[src/rtl/mips_mem_pkg.sv]
// Shared definitions for the MEM-stage memory access controller:
// access-size encodings, FSM state type, latched request record,
// watchdog limit and the alignment check helper.
package mips_mem_pkg;

  localparam int unsigned ADDR_W        = 32;
  localparam int unsigned DATA_W        = 32;
  localparam int unsigned BE_W          = 4;
  localparam int unsigned TIMEOUT_LIMIT = 255;

  // MEM_size encodings; 2'b11 is treated as a word access
  localparam logic [1:0] SIZE_BYTE = 2'b00;
  localparam logic [1:0] SIZE_HALF = 2'b01;
  localparam logic [1:0] SIZE_WORD = 2'b10;

  typedef enum logic [1:0] {
    ST_IDLE   = 2'd0,
    ST_ACCESS = 2'd1,
    ST_DONE   = 2'd2
  } state_t;

  // Attributes of the in-flight access needed to finish a load
  typedef struct packed {
    logic       is_load;
    logic [1:0] size;
    logic [1:0] offset;
    logic       is_unsigned;
  } req_t;

  // Halfwords need an even address, words a multiple of four
  function automatic logic is_misaligned(input logic [1:0] size,
                                         input logic [1:0] offset);
    logic mis;
    case (size)
      SIZE_BYTE: mis = 1'b0;
      SIZE_HALF: mis = offset[0];
      default:   mis = (offset != 2'b00);
    endcase
    return mis;
  endfunction

endpackage

[src/rtl/mem_lane_align.sv]
// Combinational lane steering for sub-word accesses.
// Ports:
//   size, offset, is_unsigned - access size, addr[1:0], zero-extend flag
//   wdata, rdata              - raw store data / raw memory read word
//   be_c                      - little-endian byte enables
//   wdata_rep_c               - store data replicated across all lanes
//   load_data_c               - selected load lane, sign/zero extended
module mem_lane_align
  import mips_mem_pkg::*;
(
  input  logic [1:0]        size,
  input  logic [1:0]        offset,
  input  logic              is_unsigned,
  input  logic [DATA_W-1:0] wdata,
  input  logic [DATA_W-1:0] rdata,
  output logic [BE_W-1:0]   be_c,
  output logic [DATA_W-1:0] wdata_rep_c,
  output logic [DATA_W-1:0] load_data_c
);

  logic [7:0]  lane_byte;
  logic [15:0] lane_half;

  // Byte enables, store replication and load extraction per access size
  always_comb begin
    be_c        = '1;
    wdata_rep_c = wdata;
    load_data_c = rdata;
    lane_byte   = 8'h00;
    lane_half   = 16'h0000;
    case (size)
      SIZE_BYTE: begin
        be_c        = BE_W'(1) << offset;
        wdata_rep_c = {4{wdata[7:0]}};
        case (offset)
          2'd0:    lane_byte = rdata[7:0];
          2'd1:    lane_byte = rdata[15:8];
          2'd2:    lane_byte = rdata[23:16];
          default: lane_byte = rdata[31:24];
        endcase
        load_data_c = {{24{lane_byte[7] & ~is_unsigned}}, lane_byte};
      end
      SIZE_HALF: begin
        be_c        = offset[1] ? 4'b1100 : 4'b0011;
        wdata_rep_c = {2{wdata[15:0]}};
        lane_half   = offset[1] ? rdata[31:16] : rdata[15:0];
        load_data_c = {{16{lane_half[15] & ~is_unsigned}}, lane_half};
      end
      default: ;
    endcase
  end

endmodule

[src/rtl/mem_access_ctrl.sv]
// MEM-stage memory access controller. Turns a load/store request into a
// single registered bus transaction, stalls the pipeline until the memory
// acknowledges, and returns aligned/extended load data.
// Optional feature: define MEM_ACCESS_TIMEOUT_EN to add an 8-bit watchdog
// that abandons an unacknowledged access after TIMEOUT_LIMIT cycles.
// Ports:
//   clk, nrst                    - clock, async active-low reset
//   MEM_rd_en / MEM_wr_en        - load / store request (store wins if both)
//   MEM_addr, MEM_wdata          - byte address, store data
//   MEM_size, MEM_unsigned       - access size, zero-extend loads
//   mem_req/we/addr/be/wdata     - registered memory bus, active in ACCESS
//   mem_rdata, mem_ack           - memory read data, one-cycle completion
//   MEM_dataout                  - last completed load result
//   stall                        - combinational pipeline freeze
//   misalign_err, timeout_err    - one-cycle error pulses
module mem_access_ctrl
  import mips_mem_pkg::*;
(
  input  logic              clk,
  input  logic              nrst,
  input  logic              MEM_rd_en,
  input  logic              MEM_wr_en,
  input  logic [ADDR_W-1:0] MEM_addr,
  input  logic [DATA_W-1:0] MEM_wdata,
  input  logic [1:0]        MEM_size,
  input  logic              MEM_unsigned,
  output logic              mem_req,
  output logic              mem_we,
  output logic [ADDR_W-1:0] mem_addr,
  output logic [BE_W-1:0]   mem_be,
  output logic [DATA_W-1:0] mem_wdata,
  input  logic [DATA_W-1:0] mem_rdata,
  input  logic              mem_ack,
  output logic [DATA_W-1:0] MEM_dataout,
  output logic              stall,
  output logic              misalign_err,
  output logic              timeout_err
);

  state_t state;
  req_t   req_q;

  logic              op_valid;
  logic              misaligned;
  logic              start;
  logic              reject;
  logic              wd_expire;
  logic [1:0]        sel_size;
  logic [1:0]        sel_offset;
  logic              sel_unsigned;
  logic [BE_W-1:0]   be_c;
  logic [DATA_W-1:0] wdata_rep_c;
  logic [DATA_W-1:0] load_data_c;

  assign op_valid   = MEM_rd_en | MEM_wr_en;
  assign misaligned = is_misaligned(MEM_size, MEM_addr[1:0]);
  assign start      = (state == ST_IDLE) & op_valid & ~misaligned;
  assign reject     = (state == ST_IDLE) & op_valid &  misaligned;

  // Stall is held off during reset even if a request is presented
  assign stall = nrst & ((state == ST_ACCESS) | start);

  // Lane logic sees the live request in IDLE and the latched one afterwards
  assign sel_size     = (state == ST_IDLE) ? MEM_size      : req_q.size;
  assign sel_offset   = (state == ST_IDLE) ? MEM_addr[1:0] : req_q.offset;
  assign sel_unsigned = (state == ST_IDLE) ? MEM_unsigned  : req_q.is_unsigned;

  mem_lane_align u_lane_align (
    .size        (sel_size),
    .offset      (sel_offset),
    .is_unsigned (sel_unsigned),
    .wdata       (MEM_wdata),
    .rdata       (mem_rdata),
    .be_c        (be_c),
    .wdata_rep_c (wdata_rep_c),
    .load_data_c (load_data_c)
  );

`ifdef MEM_ACCESS_TIMEOUT_EN
  logic [7:0] wd_cnt;

  // Watchdog counts unacknowledged ACCESS cycles; an ack always takes priority
  assign wd_expire = (wd_cnt == 8'(TIMEOUT_LIMIT - 1)) & ~mem_ack;

  always_ff @(posedge clk or negedge nrst) begin
    if (!nrst) begin
      wd_cnt <= 8'd0;
    end else if (start) begin
      wd_cnt <= 8'd0;
    end else if ((state == ST_ACCESS) && !mem_ack) begin
      wd_cnt <= wd_cnt + 8'd1;
    end
  end

  // One-cycle pulse aligned with the DONE cycle of an abandoned access
  always_ff @(posedge clk or negedge nrst) begin
    if (!nrst) begin
      timeout_err <= 1'b0;
    end else begin
      timeout_err <= (state == ST_ACCESS) & wd_expire;
    end
  end
`else
  assign wd_expire   = 1'b0;
  assign timeout_err = 1'b0;
`endif

  // Access FSM with registered bus outputs and load result
  always_ff @(posedge clk or negedge nrst) begin
    if (!nrst) begin
      state        <= ST_IDLE;
      req_q        <= '0;
      mem_req      <= 1'b0;
      mem_we       <= 1'b0;
      mem_addr     <= '0;
      mem_be       <= '0;
      mem_wdata    <= '0;
      MEM_dataout  <= '0;
      misalign_err <= 1'b0;
    end else begin
      misalign_err <= 1'b0;
      case (state)
        ST_IDLE: begin
          if (start) begin
            state     <= ST_ACCESS;
            mem_req   <= 1'b1;
            mem_we    <= MEM_wr_en;
            mem_addr  <= {MEM_addr[ADDR_W-1:2], 2'b00};
            mem_be    <= be_c;
            mem_wdata <= MEM_wr_en ? wdata_rep_c : '0;
            req_q     <= '{is_load:     ~MEM_wr_en,
                           size:        MEM_size,
                           offset:      MEM_addr[1:0],
                           is_unsigned: MEM_unsigned};
          end else if (reject) begin
            misalign_err <= 1'b1;
          end
        end
        ST_ACCESS: begin
          if (mem_ack || wd_expire) begin
            state     <= ST_DONE;
            mem_req   <= 1'b0;
            mem_we    <= 1'b0;
            mem_addr  <= '0;
            mem_be    <= '0;
            mem_wdata <= '0;
            if (req_q.is_load) begin
              MEM_dataout <= mem_ack ? load_data_c : '0;
            end
          end
        end
        ST_DONE: begin
          state <= ST_IDLE;
        end
        default: begin
          state <= ST_IDLE;
        end
      endcase
    end
  end

endmodule

[config.mk]
export PLATFORM = sky130hd
export DESIGN_NAME = mem_access_ctrl
export DESIGN_NICKNAME = d
export VERILOG_FILES = /design/src/rtl/mips_mem_pkg.sv /design/src/rtl/mem_lane_align.sv /design/src/rtl/mem_access_ctrl.sv
export SDC_FILE = /design/constraint.sdc
export NUM_CORES = 1
export LEC_CHECK = 0
export ABC_AREA = 0
export CAP_MARGIN = 30
export CORE_ASPECT_RATIO = 0.75
export CORE_MARGIN = 1.5
export CORE_UTILIZATION = 40
export CTS_CLUSTER_DIAMETER = 30
export DETAILED_ROUTE_END_ITERATION = 8
export PLACE_DENSITY_LB_ADDON = 0.12
export SLEW_MARGIN = 0
export SYNTH_ARGS = -nofsm -noshare
export SYNTH_HDL_FRONTEND = slang
export SYNTH_SLANG_ARGS = --single-unit
[constraint.sdc]
create_clock -name clk -period 1.65 [get_ports clk]
set_input_delay 0.33 -clock clk [delete_from_list [all_inputs] [get_ports clk]]
set_output_delay 0.33 -clock clk [all_outputs]
set_load 0.01 [all_outputs]
==> impl_results.md, run 1 <==
* Outcome: finished with violations
* Failing checks: negative setup slack
* NumNets Final at 917
* Crit path DAT at 1.65 ns
* Met2 routed WL at 9.04 mm
* First-pass iteration count of the detailed router at 5
* Htree depth at 3
* GRT Total Usage at 24.7%
* Synth Instances at 545
* Initial antenna violation count at 0
* Worst skew pair latency at 0.35 ns
* Layout area overhead at 73.3%
* Asr flop ratio synth at 100%
* Pwr dens at 1640 nW/um2
* Crit path cell chain: buf_4 -> nor2_4 -> o21ai_2 -> nand2b_4 -> a21boi_2 -> buf_2
* Worst slew pin tran at 0.597 ns
* Met3 routed WL at 1.32 mm
* Logic pwr share at 55.1%
* Worst Hold Class: in -> async
* 1st-iter DRT viols at 286
* Antenna Cells at 0
* Vias/cell at 5.38
* Die Wd at 135 um
* Register bit total from synthesis at 109
* TritonCTS buffer count at 9
* Final hold violation count at 0
* Synth Warn # at 0
* Net Sw Frac at 37.8%
* Clk slew on worst S/H paths at 0.07 ns
* Clock Sinks at 109
* Max IR drop VDD at 0.000904 V
* Routed WL at 18.9 mm
* Finished Layout Cells at 988
* Seq pwr share at 30.2%
* Finished Cell Area at 9120 um2
* Final period utilization at 120%
* Worst EP required at 1.32 ns
* CTS tree: done
* P_int at 9.30 mW
* Critical path's slowest cell: dfrtp_2
* DPL Wire Length at 12.0 mm
* Core area at 12,900 um2
* Leak pwr at 3.92 nW
* First-pass GRT wire length at 26.4 mm
* DRC violations left at 0
* Min Hold Slack at 0.0870 ns
* Ports at 209
* Clock share of power at 14.7%
* Total vias in the final route at 5,311
* Worst Path Max Fanout at 6
* Setup ws final at -0.327 ns
* Vias in the first global route at 4,936
* Gpl congestion at 0.866
* Top FF cell, synth: dfrtp_1
* Layout cells sized above 1 at 25.0%
* CTS Buffer Depth at 2
* Count of cell types in the netlist at 51
* Met1 wire length at 8.18 mm
* Sw Pwr at 5.65 mW
* Total gr overflow at 0
* Seq/Total Area, Yosys at 51.8%
* Mean cell area of the mapped netlist at 9.66 um2
* Uppermost layer routed: met4
* Number of synthesized flops with an enable pin at 0
* Fmax at 0.506 GHz
* Die Y at 102 um
* Clk root buf: clkbuf_16
* Fin. max-slew vios at 0
* Synth Cell Area at 5260 um2
* RSZ-0062 raised after global routing: yes
* Kind of end point of the critical path: output port
* Port Buffer Count at 205
* Delay of the slowest critical-path stage at 0.47 ns
* Final Skew at 0.00361 ns
* Worst slew margin at 60.2%
* Post-layout minimum cycle time at 1.98 ns
* Drt wl/cell at 19.1 um
* FP Rows at 36
* Final setup viols at 86
* Placed insts at 937
* Routed Antenna Nets at 0
* Pin count of the biggest net entering global routing at 110
* Final core occ at 70.6%
* Startpoint Class: flop
* Placed Area at 7840 um2
* Die area at 13,900 um2
* Starting density of the core at 40.7%
* Max-Cap Viols at 0
* Crit Path Category: reg -> out
## state kept, by name (all words and copies together) (netlist names)
name	cells
state	2
mem_req	1
mem_wdata	32
mem_be	4
req_q	6
mem_we	1
misalign_err	1
mem_addr	30
MEM_dataout	32
## layout make-up
cell class	instances	area, um2
Timing Repair Buffer	294	3090
Fill cell	936	3800
Clock buffer	9	225
Clock inverter	6	71.3
Inverter	1	3.75
Sequential cell	109	2730
Multi-Input combinational cell	398	2790
Tap cell	171	214
## cell usage in the layout, fill, tap and decap left out, types with 7 or more instances in the layout
| master | Yosys | final |
|---|---|---|
| dfrtp_1 | 109 | 107 |
| a21oi_4 | 11 | 12 |
| nand2_1 | 109 | 107 |
| a22o_1 | 8 | 8 |
| o21ai_0 | 69 | 46 |
| buf_12 | 1 | 15 |
| a21oi_2 | 1 | 17 |
| or3_1 | 7 | 7 |
| clkdlybuf4s50_1 | 0 | 192 |
| a31oi_1 | 9 | 9 |
| mux2i_1 | 9 | 9 |
| o21ai_2 | 4 | 7 |
| dlymetal6s2s_1 | 0 | 8 |
| a21oi_1 | 42 | 25 |
| clkbuf_16 | 0 | 14 |
| nand3_1 | 21 | 18 |
| o21ai_1 | 3 | 19 |
| o221ai_4 | 0 | 8 |
| buf_4 | 3 | 52 |
| buf_6 | 3 | 16 |
| nor2_1 | 46 | 45 |
## Yosys cell counts (2+ instances only)
master    instances  area (um2)
dfrtp_1         109        2730
nand2_1         109         409
o21ai_0          69         345
nor2_1           46         173
a21oi_1          42         210
nand3_1          21         105
buf_2            17        85.1
clkbuf_1         12        45.0
a21oi_4          11         179
a31oi_1           9        56.3
mux2i_1           9        90.1
a221oi_1          8        70.1
a22o_1            8        70.1
o221ai_1          8        70.1
mux2_2            7        78.8
or3_1             7        43.8
clkbuf_8          4        55.1
o21ai_2           4        35.0
buf_4             3        22.5
buf_6             3        33.8
o21ai_1           3        15.0
or2_2             3        18.8
nand2b_1          2        12.5
nor3_1            2        10.0
o21a_1            2        15.0
o22ai_1           2        12.5
## final timing paths
kind                             start               to  slack (ns)  cells past startpoint
min                               nrst     mem_addr[13]        0.09                      2
max reg2reg                   state[1]  MEM_dataout[30]       -0.31                      7
max in group asynchronous         nrst         state[1]        1.07                      2
min in group clk           MEM_addr[0]         req_q[1]        0.35                      3
min reg2reg                     mem_we           mem_we        0.48                      2
max                           state[1]            stall       -0.33                      6
## power by group through the flow
stage / Clock [mW] / Combinational [mW] / Sequential [mW]
4_1_cts: 2.23 / 7.29 / 4.50
2_1_floorplan: 0 / 2.64 / 4.93
3_3_place_gp: 0 / 6.64 / 4.46
5_1_grt: 2.33 / 8.75 / 4.65
6_report: 2.20 / 8.24 / 4.52
3_5_place_dp: 0 / 6.75 / 4.52
## cells by family (layout without fill, tap and decap cells)
family                 count (synthesis)  in the layout  share of synthesized area [%]
AND/OR/NAND/NOR                      202            203                           17.2
AO/OA/AOI/OAI                        176            176                           22.7
flip-flops                           109            109                           51.8
buffers and inverters                 41            310                           5.04
multiplexers                          16             16                           3.21
other                                  1              3                         0.0712
## routing by layer
layer,GRT usage (%),vias up
met5,0,-
met4,7.03,0
met3,5.51,28
met2,39.7,220
met1,33.8,2608
li1,-,2455
## stage by stage
stage,TNS [ns],total power [mW],setup WS (ns)
after detailed placement,-44.94,11.3,-0.620
after global routing,-17.62,15.7,-0.357
after CTS,-12.06,14.0,-0.300
after global placement,-40.39,11.1,-0.579
after floorplan,-0.826,7.57,-0.0785
final,-13.51,15.0,-0.327
## what timing repair did
action,CTS,global route
buffers inserted,14,13
pin swaps,12,43
hold buffers,0,0
setup endpoints to repair,69,109
resized for setup,61,81
cloned,1,8
## critical path: cells and delay by family (launching register included)
kind | cells | cell delay [ns]
flip-flops | 1 | 0.47
buffers and inverters | 2 | 0.33
AND/OR/NAND/NOR | 2 | 0.26
AO/OA/AOI/OAI | 2 | 0.23
Power figures use the tool's default switching activity.
==> inputs of run 2 (changes only) <==
--- a/config.mk
+++ b/config.mk
@@ -9,7 +9,8 @@
 export CAP_MARGIN = 30
 export CORE_ASPECT_RATIO = 0.75
 export CORE_MARGIN = 1.5
-export CORE_UTILIZATION = 40
+export CORE_UTILIZATION = 41
+export CTS_BUF_LIST = sky130_fd_sc_hd__clkbuf_4 sky130_fd_sc_hd__clkbuf_8
 export CTS_CLUSTER_DIAMETER = 30
 export DETAILED_ROUTE_END_ITERATION = 8
 export PLACE_DENSITY_LB_ADDON = 0.12
==> run 2 against run 1 <==
  * The flow still finishes with violations (negative setup slack)
  * Sequential cell count is the same
  * Core utilization grew 6.6 points
  * Sequential power is essentially flat
  * Combinational power grew 3.8%
  * Count of clock-buffer cells in the layout grew 2
  * Clock skew grew 0.0067 ns
  * Via count grew 2.7%
  * Critical path depth grew 3
  * Critical path type is now reg -> reg
  * Critical endpoint is now MEM_dataout[18]
  * Highest routed layer unchanged
==> impl_results.md, run 2 (synthesis results as in run 1) <==
* Most common cell after layout, fill and taps aside: dfrtp_1
* Min Hold Slack at 0.0759 ns (-0.0111 ns)
* Total gr overflow at 0 (unchanged)
* DRC violations left at 0 (unchanged)
* Number of buffers and inverters on the critical path at 4 (+2)
* Finished Layout Cells at 998 (+1.0%)
* FF-to-FF Start: state[0]
* Global route hottest layer: met2
* Crit path cell chain: buf_6 -> or3b_4 -> buf_6 -> nand3_4 -> a211oi_4 -> buf_4 -> o22ai_4 -> buf_12 -> a21oi_1
* Pwr dens at 1550 nW/um2 (-5.6%)
* Max-Cap Viols at 0 (unchanged)
* Die Y at 101 um (-1.2%)
* Multi-input logic area at 2990 um2 (+7.3%)
* Port Buffer Count at 205 (unchanged)
* Worst EP required at 1.93 ns (+0.61 ns)
* Crit Path Category: reg -> reg
* Die Wd at 134 um (-1.2%)
* Placed insts at 940 (+0.32%)
* Vias in the first global route at 5,310 (+7.6%)
* RSZ-0062 raised after global routing: yes
* Die area at 13,500 um2 (-2.4%)
* Clk root buf: clkbuf_8
* Most used cell, CP: buf_6
* GRT met3 Usage at 6.23% (+0.73 points)
* Starting density of the core at 42.5% (+1.8 points)
* Core area at 12,400 um2 (-4.1%)
* Ports at 209 (unchanged)
* Post-layout minimum cycle time at 2.05 ns (+0.0761 ns)
* Finished Cell Area at 9560 um2 (+4.8%)
* First-pass GRT wire length at 28.0 mm (+6.2%)
* Drt wl/cell at 19.9 um (+4.3%)
* Routed WL at 19.9 mm (+5.4%)
* Final hold violation count at 0 (unchanged)
* Final Skew at 0.0103 ns (+0.00671 ns)
* GRT Total Usage at 26.9% (+2.2 points)
* Antenna Cells at 0 (unchanged)
* Setup ws final at -0.403 ns (-0.0761 ns)
* Outcome: finished with violations
* Htree depth at 3 (unchanged)
* Worst slew margin at 61.4% (+1.2 points)
* Regs by FF count: MEM_dataout x32, mem_wdata x32, mem_addr x30
* DPL Wire Length at 12.2 mm (+1.1%)
* Initial antenna violation count at 0 (unchanged)
* Worst Path Max Fanout at 12 (+6)
* Crit path DAT at 2.33 ns (+0.68 ns)
* Final setup viols at 105 (+22%)
* Startpoint Class: flop
* CTS Buffer Depth at 2 (unchanged)
* Total vias in the final route at 5,453 (+2.7%)
* Cell family with most CP delay: buffers and inverters
* Vias/cell at 5.46 (+1.6%)
* Commonest cells after routing, fill and taps aside: 107 x dfrtp_1, 104 x clkdlybuf4s50_1, 99 x nand2_1
* Kind of end point of the critical path: flop
* Clk slew on worst S/H paths at 0.11 ns (+0.04 ns)
* Fmax at 0.487 GHz (-3.7%)
* Filler Cell Count at 789 (-16%)
* Delay of the slowest critical-path stage at 0.46 ns (about the same)
* Worst Hold Class: in -> async
* M2 GR Usage at 44.3% (+4.6 points)
* Post-Place Worst Slack at -0.684 ns (-0.0635 ns)
* Reg2reg path depth at 9 (+2)
* Clock Sinks at 109 (unchanged)
* Met1 Usage GRT at 35.3% (+1.5 points)
* Failing checks: negative setup slack
* Placed Area at 7860 um2 (+0.21%)
* NumNets Final at 931 (+1.5%)
* Pin count of the biggest net entering global routing at 110 (unchanged)
* FP Rows at 35 (-2.8%)
* Worst slew pin tran at 0.579 ns (-0.0187 ns)
* CTS tree: done
* Max IR drop VDD at 0.00108 V (+20%)
* Leak pwr at 4.97 nW (+27%)
* TritonCTS buffer count at 9 (unchanged)
* Register area at 2730 um2 (unchanged)
* Fin. max-slew vios at 0 (unchanged)
* RR Endpoint: MEM_dataout[18]
* First-pass iteration count of the detailed router at 5 (unchanged)
* Layout cells sized above 1 at 30.8% (+5.8 points)
* Gpl congestion at 0.896 (+3.6%)
* Worst skew pair latency at 0.39 ns (+0.04 ns)
* Post-CTS Hold Buffers at 0 (unchanged)
* Final period utilization at 124% (+4.6 points)
* Routed Antenna Nets at 0 (unchanged)
* Layout area overhead at 81.7%
* Critical path's slowest cell: or3b_4
* 1st-iter DRT viols at 418 (+46%)
* Flop-to-flop setup slack at -0.40 ns (-0.09 ns)
-- run 2: cell type report --
class / count / area share (%)
inverter: 1 / 0.0916
clock inverter: 5 / 0.707
tap: 166 / 2.17
timing repair buffer: 307 / 35.7
sequential: 109 / 28.5
multi-input combinational: 399 / 31.3
clock buffer: 11 / 1.52
-- run 2: per-stage QoR --
step | power, mW | util [%] | setup TNS, ns
floorplan | 7.57 | - | -0.826
global placement | 11.1 | 63.4 | -44.74
detailed placement | 11.3 | 63.4 | -49.65
CTS | 14.0 | 70.9 | -12.22
global route | 15.6 | 77.2 | -25.84
finish | 14.8 | 77.2 | -19.92
-- run 2: timing repair --
item,in CTS,in global routing
gates cloned,2,7
pin swaps,59,31
endpoints found under the setup margin,87,152
buffers inserted,19,18
resized for setup,166,170
-- run 2: worst max path at each step --
stage                      startpoint              end  slack, ns  cells after the start
after floorplan              state[1]  MEM_dataout[22]      -0.08                      6
after global placement    MEM_addr[1]   MEM_dataout[5]      -0.62                      6
after detailed placement  MEM_addr[1]    mem_wdata[30]      -0.68                      7
after CTS                    state[1]  MEM_dataout[24]      -0.33                      7
after global routing         state[1]  MEM_dataout[17]      -0.45                      7
final                        state[0]  MEM_dataout[18]      -0.40                      9
-- run 2: report_power, final --
| part | internal, mW | switching, mW | total (mW) |
|---|---|---|---|
| registers | 3.79 | 0.696 | 4.49 |
| clock network | 0.781 | 0.978 | 1.76 |
| logic | 4.34 | 4.21 | 8.55 |
-- run 2: layer usage --
metal	wire length, um	part of all wire, %
met1	8120	41
met2	9740	49
met3	1550	7.8
met4	473	2.4
met5	0	0
==> inputs of run 3 (changes only) <==
--- a/config.mk
+++ b/config.mk
@@ -5,7 +5,6 @@
 export SDC_FILE = /design/constraint.sdc
 export NUM_CORES = 1
 export LEC_CHECK = 0
-export ABC_AREA = 0
 export CAP_MARGIN = 30
 export CORE_ASPECT_RATIO = 0.75
 export CORE_MARGIN = 1.5
@@ -13,7 +12,7 @@
 export CTS_BUF_LIST = sky130_fd_sc_hd__clkbuf_4 sky130_fd_sc_hd__clkbuf_8
 export CTS_CLUSTER_DIAMETER = 30
 export DETAILED_ROUTE_END_ITERATION = 8
-export PLACE_DENSITY_LB_ADDON = 0.12
+export PLACE_DENSITY = 0.88
 export SLEW_MARGIN = 0
 export SYNTH_ARGS = -nofsm -noshare
 export SYNTH_HDL_FRONTEND = slang
==> run 3 against run 2 <==
  * The run still ends with negative setup slack left
  * Non-clock buffer count grew 5
  * Clock skew is 0.011 ns higher
  * Maximum frequency grew 1.5%
  * Core utilization down 0.50 points
  * Highest routed layer unchanged
==> impl_results.md, run 3 (synthesis results as in run 1) <==
* Outcome: finished with violations
* Failing checks: negative setup slack
* Number of buffers and inverters on the critical path at 4 (unchanged)
* Layout area overhead at 80.5%
* Core area at 12,400 um2 (unchanged)
* Die area at 13,500 um2 (unchanged)
* Routed Antenna Nets at 0 (unchanged)
* Fin. max-slew vios at 0 (unchanged)
* Delay of the slowest critical-path stage at 0.43 ns (-0.03 ns)
* Worst slew margin at 61.4% (about the same)
* Layout cells sized above 1 at 29.5% (-1.2 points)
* First-pass iteration count of the detailed router at 5 (unchanged)
* Min Hold Slack at 0.0584 ns (-0.0175 ns)
* Max IR drop VDD at 0.000973 V (-10%)
* Post-CTS Hold Buffers at 0 (unchanged)
* Die Y at 101 um (unchanged)
* Final Skew at 0.0216 ns (+0.0112 ns)
* Filler Cell Count at 743 (-5.8%)
* NumNets Final at 935 (+0.43%)
* Final core occ at 76.7% (-0.50 points)
* Leak pwr at 4.87 nW (-2.0%)
* Cell family with most CP delay: simple AND/OR/NAND/NOR gates
* Vias in the first global route at 5,422 (+2.1%)
* Register area at 2730 um2 (unchanged)
* Pin count of the biggest net entering global routing at 110 (unchanged)
* Clock Sinks at 109 (unchanged)
* Kind of end point of the critical path: flop
* CTS tree: done
* FP Rows at 35 (unchanged)
* Final hold violation count at 0 (unchanged)
* DPL Wire Length at 12.1 mm (-0.46%)
* Crit path DAT at 2.34 ns (about the same)
* Gpl congestion at 0.890 (-0.77%)
* RSZ-0062 raised after global routing: yes
* Clk slew on worst S/H paths at 0.13 ns (+0.02 ns)
* Total vias in the final route at 5,822 (+6.8%)
* Total power at 15.1 mW (+2.0%)
* Commonest cells after routing, fill and taps aside: 107 x dfrtp_1, 102 x clkdlybuf4s50_1, 96 x nand2_1
* Clock share of power at 11.2% (-0.7 points)
* Pwr dens at 1590 nW/um2 (+2.7%)
* Htree depth at 3 (unchanged)
* Most common cell after layout, fill and taps aside: dfrtp_1
* Net Sw Frac at 41.6% (+1.9 points)
* Critical path's slowest cell: dfrtp_2
* Antenna Cells at 0 (unchanged)
* Most used cell, CP: buf_6
* Worst Path Max Fanout at 7 (-5)
* Routed WL at 22.6 mm (+13%)
* Fmax at 0.494 GHz (+1.5%)
* Drt wl/cell at 22.5 um (+13%)
* Setup TNS at -17.81 ns (+2.11 ns)
* Multi-input logic area at 2950 um2 (-1.3%)
* Post-layout minimum cycle time at 2.02 ns (-0.0308 ns)
* Initial antenna violation count at 0 (unchanged)
* Final setup viols at 92 (-12%)
* Clk root buf: clkbuf_8
* Crit path cell chain: buf_6 -> or3b_4 -> buf_4 -> and2_4 -> nor2_4 -> buf_6 -> buf_12 -> a21oi_2 -> a31oi_1
* Worst Hold Class: in -> async
* Total gr overflow at 0 (unchanged)
* Port Buffer Count at 205 (unchanged)
* Placed insts at 933 (-0.74%)
* Worst EP required at 1.97 ns (+0.04 ns)
* Crit Path Category: reg -> reg
* Vias/cell at 5.81 (+6.3%)
* Seq pwr share at 29.9% (-0.4 points)
* Sw Pwr at 6.28 mW (+6.8%)
* GRT Total Usage at 27.3% (+0.44 points)
* Starting density of the core at 42.5% (unchanged)
* Worst skew pair latency at 0.41 ns (+0.02 ns)
* Startpoint Class: flop
* 1st-iter DRT viols at 419 (+0.24%)
* First-pass GRT wire length at 28.6 mm (+2.2%)
* TritonCTS buffer count at 9 (unchanged)
* Finished Layout Cells at 1,002 (+0.40%)
* DRC violations left at 0 (unchanged)
* Setup ws final at -0.372 ns (+0.0308 ns)
* Final period utilization at 123% (-1.9 points)
* Logic pwr share at 58.9% (+1.1 points)
* Max-Cap Viols at 0 (unchanged)
* P_int at 8.81 mW (-1.2%)
* Ports at 209 (unchanged)
* CTS Buffer Depth at 2 (unchanged)
* Regs by FF count: MEM_dataout x32, mem_wdata x32, mem_addr x30
* Die Wd at 134 um (unchanged)
* Worst slew pin tran at 0.579 ns (+0.000460 ns)
## run 3: cell count changes in the layout (fill, tap and decap cells not counted), sizes merged
cell | previous run | this run
clkinvlp | 0 | 1
clkinv | 3 | 1
buf | 97 | 101
nand2 | 111 | 110
dlymetal6s2s | 80 | 71
bufinv | 1 | 0
inv | 2 | 5
dlygate4sd2 | 19 | 30
clkdlybuf4s50 | 104 | 102
## run 3: per-layer routing
layer | global-route usage (%) | share of wire (%) | vias to the layer above
met5 | 0 | 0 | -
met4 | 10.1 | 3.5 | 0
met3 | 6.08 | 9.1 | 83
met2 | 45.8 | 50 | 391
met1 | 35.1 | 38 | 2861
li1 | - | - | 2487
## run 3: power by group through the flow
stage | Combinational (mW) | Sequential [mW] | Clock (mW)
6_report | 8.88 | 4.51 | 1.69
5_1_grt | 9.33 | 4.62 | 1.82
4_1_cts | 7.23 | 4.45 | 1.68
3_5_place_dp | 6.71 | 4.51 | 0
3_3_place_gp | 6.52 | 4.50 | 0
2_1_floorplan | 2.64 | 4.93 | 0
## run 3: through the flow
stage	area (um2)	setup slack, ns
6_report	9500	-0.372
5_1_grt	9500	-0.432
4_1_cts	8420	-0.343
3_5_place_dp	7820	-0.663
3_3_place_gp	7820	-0.656
2_1_floorplan	5290	-0.0785
## run 3: area by class of cell
type | count | area share, %
Clock inverter | 6 | 0.619
Multi-Input combinational cell | 398 | 31.1
Timing Repair Buffer | 312 | 35.9
Clock buffer | 10 | 1.45
Tap cell | 166 | 2.19
Inverter | 1 | 0.0659
Sequential cell | 109 | 28.7
## run 3: final timing paths
kind | startpoint | endpoint | slack [ns] | depth (start not counted)
min reg2reg | mem_wdata[11] | mem_wdata[11] | 0.49 | 2
max reg2reg | state[0] | MEM_dataout[1] | -0.37 | 9
max | state[0] | MEM_dataout[1] | -0.37 | 9
min in group clk | MEM_addr[1] | req_q[2] | 0.37 | 3
max in group asynchronous | nrst | state[0] | 1.16 | 2
min | nrst | MEM_dataout[9] | 0.06 | 2
## run 3: repair_timing
action                                  in CTS  in global routing
buffers inserted                             9                 35
endpoints found under the setup margin     107                147
pin swaps                                   18                 56
gates cloned                                 2                  9
resized for setup                          112                200
